<file path="config.mk">
export PLATFORM = sky130hd
export DESIGN_NAME = button_debounce_multi
export DESIGN_NICKNAME = d
export VERILOG_FILES = /design/src/rtl/button_debounce_multi_pkg.sv /design/src/rtl/button_debounce_multi_channel.sv /design/src/rtl/button_debounce_multi.sv
export SDC_FILE = /design/constraint.sdc
export NUM_CORES = 1
export LEC_CHECK = 0
export ABC_AREA = 1
export CORE_UTILIZATION = 44
export DETAILED_ROUTE_END_ITERATION = 12
export GPL_TIMING_DRIVEN = 1
export PLACE_DENSITY = 0.67
export SLEW_MARGIN = 20
export SYNTH_ARGS = -nofsm -noshare
export SYNTH_HDL_FRONTEND = slang
export SYNTH_HIERARCHICAL = 1
export SYNTH_SLANG_ARGS = --single-unit
</file>
<file path="constraint.sdc">
create_clock -name i_clk -period 1.2 [get_ports i_clk]
set_input_delay 0.18 -clock i_clk [delete_from_list [all_inputs] [get_ports i_clk]]
set_output_delay 0.18 -clock i_clk [all_outputs]
set_load 0.02 [all_outputs]
</file>
<file path="src/rtl/button_debounce_multi_pkg.sv">
// ============================================================================
//  Module      : button_debounce_multi_pkg
//  Description : Shared widths and constant helpers for the button debouncer.
//  Revision    : 1.0 - initial release
// ============================================================================
`default_nettype none

package button_debounce_multi_pkg;

    // Sample counter must hold NUM_SAMPLES-1, and NUM_SAMPLES tops out at 15
    localparam int c_CNT_W = 4;

    function automatic int clog2(input int v);
        int r;
        r = 0;
        for (int i = 0; i < 31; i++) begin
            if ((1 << i) < v) r = i + 1;
        end
        return r;
    endfunction

    function automatic int max_int(input int a, input int b);
        return (a > b) ? a : b;
    endfunction

endpackage

`default_nettype wire

</file>
<file path="src/rtl/button_debounce_multi_channel.sv">
// ============================================================================
//  Module      : button_debounce_multi_channel
//  Description : One button channel: synchroniser, strobe-qualified sample
//                filter, press/release strobes and hold-to-repeat timer.
//  Revision    : 1.0 - initial release
// ============================================================================
`default_nettype none

module button_debounce_multi_channel
    import button_debounce_multi_pkg::*;
#(
    parameter int NUM_SAMPLES  = 5,
    parameter int SYMMETRIC    = 1,
    parameter int HOLD_TICKS   = 2000,
    parameter int REPEAT_TICKS = 400
) (
    input  logic i_clk,
    input  logic i_reset,
    input  logic i_debounce_stb,
    input  logic i_button,
    output logic o_db,
    output logic o_press_stb,
    output logic o_release_stb,
    output logic o_repeat_stb
);

    localparam logic [c_CNT_W-1:0] c_CNT_LAST = c_CNT_W'(NUM_SAMPLES - 1);

    logic               sync1_q, sync2_q;
    logic               db_q, db_d;
    logic [c_CNT_W-1:0] cnt_q, cnt_d;
    logic               press_q, press_d;
    logic               release_q, release_d;

    always_comb begin
        db_d      = db_q;
        cnt_d     = cnt_q;
        press_d   = 1'b0;
        release_d = 1'b0;
        if (i_debounce_stb) begin
            if (sync2_q == db_q) begin
                cnt_d = '0;
            end else if ((SYMMETRIC == 0) && db_q) begin
                // Legacy mode: the first low sample releases immediately
                db_d      = 1'b0;
                cnt_d     = '0;
                release_d = 1'b1;
            end else if (cnt_q == c_CNT_LAST) begin
                db_d      = sync2_q;
                cnt_d     = '0;
                press_d   = sync2_q;
                release_d = ~sync2_q;
            end else begin
                cnt_d = cnt_q + 1'b1;
            end
        end
    end

    always_ff @(posedge i_clk or posedge i_reset) begin
        if (i_reset) begin
            sync1_q   <= 1'b0;
            sync2_q   <= 1'b0;
            db_q      <= 1'b0;
            cnt_q     <= '0;
            press_q   <= 1'b0;
            release_q <= 1'b0;
        end else begin
            sync1_q   <= i_button;
            sync2_q   <= sync1_q;
            db_q      <= db_d;
            cnt_q     <= cnt_d;
            press_q   <= press_d;
            release_q <= release_d;
        end
    end

    assign o_db          = db_q;
    assign o_press_stb   = press_q;
    assign o_release_stb = release_q;

    generate
        if (HOLD_TICKS > 0) begin : g_hold
            localparam int HW = clog2(max_int(HOLD_TICKS, REPEAT_TICKS)) + 1;
            localparam logic [HW-1:0] c_HOLD_LAST   = HW'(HOLD_TICKS - 1);
            localparam logic [HW-1:0] c_HOLD_RELOAD = HW'(HOLD_TICKS - REPEAT_TICKS);

            logic [HW-1:0] hcnt_q, hcnt_d;
            logic          repeat_q, repeat_d;

            always_comb begin
                hcnt_d   = hcnt_q;
                repeat_d = 1'b0;
                // Not held, or releasing on this strobe: restart without a pulse
                if (!db_q || !db_d) begin
                    hcnt_d = '0;
                end else if (i_debounce_stb) begin
                    if (hcnt_q == c_HOLD_LAST) begin
                        repeat_d = 1'b1;
                        hcnt_d   = c_HOLD_RELOAD;
                    end else begin
                        hcnt_d = hcnt_q + 1'b1;
                    end
                end
            end

            always_ff @(posedge i_clk or posedge i_reset) begin
                if (i_reset) begin
                    hcnt_q   <= '0;
                    repeat_q <= 1'b0;
                end else begin
                    hcnt_q   <= hcnt_d;
                    repeat_q <= repeat_d;
                end
            end

            assign o_repeat_stb = repeat_q;
        end else begin : g_no_hold
            assign o_repeat_stb = 1'b0;
        end
    endgenerate

endmodule

`default_nettype wire

</file>
<file path="src/rtl/button_debounce_multi.sv">
// ============================================================================
//  Module      : button_debounce_multi
//  Description : N-channel button debouncer with press/release/repeat strobes.
//  Revision    : 1.0 - initial release
// ============================================================================
`default_nettype none

module button_debounce_multi
    import button_debounce_multi_pkg::*;
#(
    parameter int NUM_CH       = 3,
    parameter int NUM_SAMPLES  = 5,
    parameter int SYMMETRIC    = 1,
    parameter int HOLD_TICKS   = 2000,
    parameter int REPEAT_TICKS = 400
) (
    input  logic              i_clk,
    input  logic              i_reset,
    input  logic              i_debounce_stb,
    input  logic [NUM_CH-1:0] i_buttons,
    output logic [NUM_CH-1:0] o_db,
    output logic [NUM_CH-1:0] o_press_stb,
    output logic [NUM_CH-1:0] o_release_stb,
    output logic [NUM_CH-1:0] o_repeat_stb
);

    generate
        for (genvar g = 0; g < NUM_CH; g++) begin : g_ch
            button_debounce_multi_channel #(
                .NUM_SAMPLES  (NUM_SAMPLES),
                .SYMMETRIC    (SYMMETRIC),
                .HOLD_TICKS   (HOLD_TICKS),
                .REPEAT_TICKS (REPEAT_TICKS)
            ) u_channel (
                .i_clk          (i_clk),
                .i_reset        (i_reset),
                .i_debounce_stb (i_debounce_stb),
                .i_button       (i_buttons[g]),
                .o_db           (o_db[g]),
                .o_press_stb    (o_press_stb[g]),
                .o_release_stb  (o_release_stb[g]),
                .o_repeat_stb   (o_repeat_stb[g])
            );
        end
    endgenerate

endmodule

`default_nettype wire

</file>
==> key figures <==
Route
  – Drt drc: 0
  – Vias per inst: 4.871
  – Routed wl met3: between 300 and 400 um
  – Drt total wl: 7937 um
  – Vias: 3,093
  – Metal2 WL: 4030 um
  – Met1 Wirelength: 3498 um
  – Starting DRT DRC Count: 110
  – DR top layer: met4
  – Mean routed wirelength per cell: between 10 and 15 um
  – ANT nets after route: 0
  – DRT Pass-1 Iters: 4

Finish
  – Final instance area: 0.004897 mm2
  – P&R area growth vs syn: 38.65%
  – Ratio of cells with drive above 1 in the final layout: 37.34%
  – Final #Nets: roughly 540
  – Ant diodes: 0

Timing
  – Clock skew: 0.009546 ns
  – Measured slew at the worst slew-check pin: ~0.32 ns
  – Final Hold Viols: 0
  – WHS: 0.2764 ns
  – Max Slew Vio Count: 0
  – RSZ-0062 raised after global routing: true
  – Final Critical Period: 1.296 ns
  – Setup Viol. Count Final: 40
  – Relative slew slack: 78.39%
  – Post-route worst setup slack: -0.09582 ns
  – Final worst-path cycle share: 108.0%
  – Maximum clock frequency: a little under 0.8 GHz

Run
  – Number of max-cap violations: 0

GRT
  – Pin count of the biggest net entering global routing: 24
  – Gr ovfl total: 0
  – Initial antenna violation count: 0
  – First-pass GRT wire length: 12,850 um
  – Global-route total usage across every layer: 19.54%
  – Vias in the first global route: 2,941

Power
  – Power density over cell area: 1682 mW/mm2
  – P_leak: 0.002251 uW
  – Pwr Total: 8237 uW
  – Net Sw Frac: 35.11%
  – Share of total power in combinational logic: 41.4%
  – Maximum vdd drop: between 0.0008 and 0.0009 V
  – Int Pwr: about 5300 uW
  – Switching power: 2892 uW
  – Clk network pwr share: 25.0%
  – Power share of the sequential group: 33.5%

Status
  – Failing checks: negative setup slack
  – Status: finished, violations left

Critical path
  – CP Data Arrival Time: between 1.5 and 2 ns
  – Crit path max-delay family: flip-flops
  – FF-to-FF path depth: 7
  – Buffers & Inverters on Critical Path: 2
  – Worst Path Required: 1.43 ns
  – WS Path Type: register to register
  – Max stage delay cell, worst path: dfrtp_1
  – Crit path max fanout: 3
  – Setup crit end kind: register
  – CP Cell Sequence: inv_2 > ha_4 > nand3_4 > o211ai_1 > inv_2 > nand2_1 > nand2_1
  – R2r setup slk: -0.1 ns
  – FF-to-FF End: g_ch[2].u_channel/g_hold.hcnt_q[9]
  – R2r startpoint: g_ch[2].u_channel/cnt_q[1]
  – CP Launch Type: register
  – Max stage delay on crit path: 0.39 ns

Clocking
  – Worst-path clk slew: 0.08 ns
  – Clock Tree Buf Depth: 2
  – Clk Tree Root Cell: clkbuf_8
  – Num CTS Buffers: 9
  – Clock latency at the later pin of the worst-skew pair: 0.35 ns
  – # H-tree levels: 3
  – CTS tree: done
  – CTS hold repair buffers: 0
  – Clk sinks: 66

Floorplanning
  – # IOs: 18
  – Starting Density: 45.71%
  – DIE AREA: roughly 0.0084 mm2
  – Die Ht: 91.60 um
  – Std-Cell Rows: 32
  – Core ar.: slightly below 0.008 mm2
  – Die W: 91.60 um

Logic synthesis
  – Synthesized instance count: 435
  – Ys Warns: 6
  – Syn Nets: 450
  – Cell variety after synth: 23
  – Yosys reg bits: 66
  – Mapped Area: ~0.0035 mm2
  – Sequential-to-total area share from yosys stat: 46.76%
  – Post-Syn Area per Cell: a little over 8 um2

Placement
  – Area after DPL: 0.004304 mm2
  – HPWL after detailed placement: ~5400 um
  – Placer Congestion: 0.8183
  – Port bufs: 17

Worst hold path
  – Min-delay worst type: input pin to asynchronous set/reset pin
-- cells by family after synthesis --
logic type / synth area share, %
AO/OA/AOI/OAI: 3.613
XOR/XNOR: 6.695
adder cells (fa/ha/maj): 3.188
buffers and inverters: 7.014
flip-flops: 46.76
AND/OR/NAND/NOR: 32.73
-- metrics by stage --
stage	setup WS [ns]	setup TNS (ns)	cells	utilization, %
6_report	-0.09582	-1.915	635	63.37
5_1_grt	-0.2263	-5.397	635	63.37
4_1_cts	-0.08241	-1.838	630	60.77
3_5_place_dp	-0.3241	-13.44	604	55.70
3_3_place_gp	-0.2994	-12.65	604	55.70
2_1_floorplan	0.004882	0	435	-
-- power by group through the flow --
| stage | sequential, uW | combinational (uW) | clock [uW] |
|---|---|---|---|
| 5_1_grt | 2800 | 3760 | 2230 |
| 3_5_place_dp | 2740 | 2830 | 0 |
| 4_1_cts | 2730 | 3060 | 2120 |
| 3_3_place_gp | 2740 | 2720 | 0 |
| 2_1_floorplan | 2860 | 1500 | 0 |
| 6_report | 2760 | 3410 | 2060 |
-- flip-flops by register name, indices dropped and copies added, names as in the netlist --
register and cells:
g_ch.u_channel/cnt_q 12, g_ch.u_channel/o_db 3, g_ch.u_channel/g_hold.hcnt_q 36, g_ch.u_channel/o_repeat_stb 3
g_ch.u_channel/o_press_stb 3, g_ch.u_channel/sync2_q 3, g_ch.u_channel/sync1_q 3, g_ch.u_channel/o_release_stb 3
-- repair_timing --
action / 4_1_cts / 5_1_grt
cloned: 0 / 0
hold endpoints to repair: 0 / 0
gates resized for setup: 54 / 60
pin swaps: 32 / 27
buffers inserted: 10 / 5
endpoints found under the setup margin: 58 / 59
-- worst max path at each step --
| stage | startpoint | endpoint | slack (ns) | cells past startpoint |
|---|---|---|---|---|
| after CTS | g_ch[1].u_channel/cnt_q[1] | g_ch[1].u_channel/g_hold.hcnt_q[10] | -0.08 | 7 |
| after global placement | i_debounce_stb | g_ch[0].u_channel/g_hold.hcnt_q[7] | -0.30 | 7 |
| final | g_ch[2].u_channel/cnt_q[1] | g_ch[2].u_channel/g_hold.hcnt_q[9] | -0.1 | 7 |
| after detailed placement | i_debounce_stb | g_ch[2].u_channel/g_hold.hcnt_q[7] | -0.32 | 7 |
| after floorplan | g_ch[0].u_channel/g_hold.hcnt_q[0] | g_ch[0].u_channel/g_hold.hcnt_q[11] | 0.005 | 6 |
| after global routing | g_ch[2].u_channel/cnt_q[1] | g_ch[2].u_channel/g_hold.hcnt_q[9] | -0.23 | 7 |
-- cell type report --
class	count	area, um2
fillers	630	2830
clock buffers	9	123.9
clock inverters	7	93.84
multi-input cells	312	1969
flip-flops and latches	66	1653
well taps	102	127.6
inverters	51	191.4
repair buffers	88	738.2
-- worst reg2reg max path: cells and delay by family (launching register included) --
| family | cells | cell delay [ns] |
|---|---|---|
| AOI/OAI and AO/OA | 1 | 0.25 |
| adders and majority gates | 1 | 0.16 |
| buffers and inverters | 2 | 0.17 |
| DFF | 1 | 0.39 |
| and+or+nand+nor | 3 | 0.21 |
-- cell usage after synthesis --
cell type / number / area (um2)
buf_4: 3 / 22.52
buf_6: 3 / 33.78
dfrtp_1: 66 / 1652
ha_1: 9 / 112.6
inv_1: 42 / 157.7
inv_2: 9 / 33.78
nand2_1: 111 / 416.7
nand2_2: 9 / 56.30
nand3_1: 30 / 150.1
nand3b_1: 3 / 22.52
nand4_1: 18 / 112.6
nor2_1: 54 / 202.7
nor2_2: 18 / 112.6
nor2_4: 3 / 33.78
nor2b_1: 3 / 18.77
nor3_1: 6 / 30.03
o211ai_1: 3 / 22.52
o21ai_0: 3 / 15.01
o21ai_1: 9 / 45.04
o21ai_2: 3 / 26.28
o22ai_1: 3 / 18.77
xnor2_1: 6 / 52.55
xor2_1: 21 / 183.9
-- routing by layer --
layer / track usage [%] / vias up
met2: 33.52 / 46
met1: 23.73 / 1472
met4: 7.275 / 0
met3: 4.606 / 9
met5: 0 / -
li1: - / 1566
-- cells in the final DEF, fill, tap and decap left out, types with 2 or more instances in the layout --
cell type,instances
nand2_1,103
dfrtp_1,65
buf_4,61
inv_1,36
nor2_1,32
nor2_2,30
nand3_1,24
xor2_1,19
nand4_1,18
inv_2,15
nor2_4,13
nand2_2,12
clkbuf_8,9
o21ai_2,7
o21ai_1,7
nor3_1,6
buf_6,6
clkbuf_2,6
nand2_4,5
ha_4,5
clkdlybuf4s50_1,5
xnor2_1,4
buf_12,4
nand3_4,3
o211ai_1,3
nand3b_1,3
o22ai_1,3
ha_1,3
nand3_2,3
clkinvlp_4,2
bufinv_16,2
clkinv_2,2
nor2b_2,2
xor2_2,2
clkdlybuf4s15_2,2
clkdlybuf4s15_1,2
buf_2,2
(Power assumes the default switching activity.)
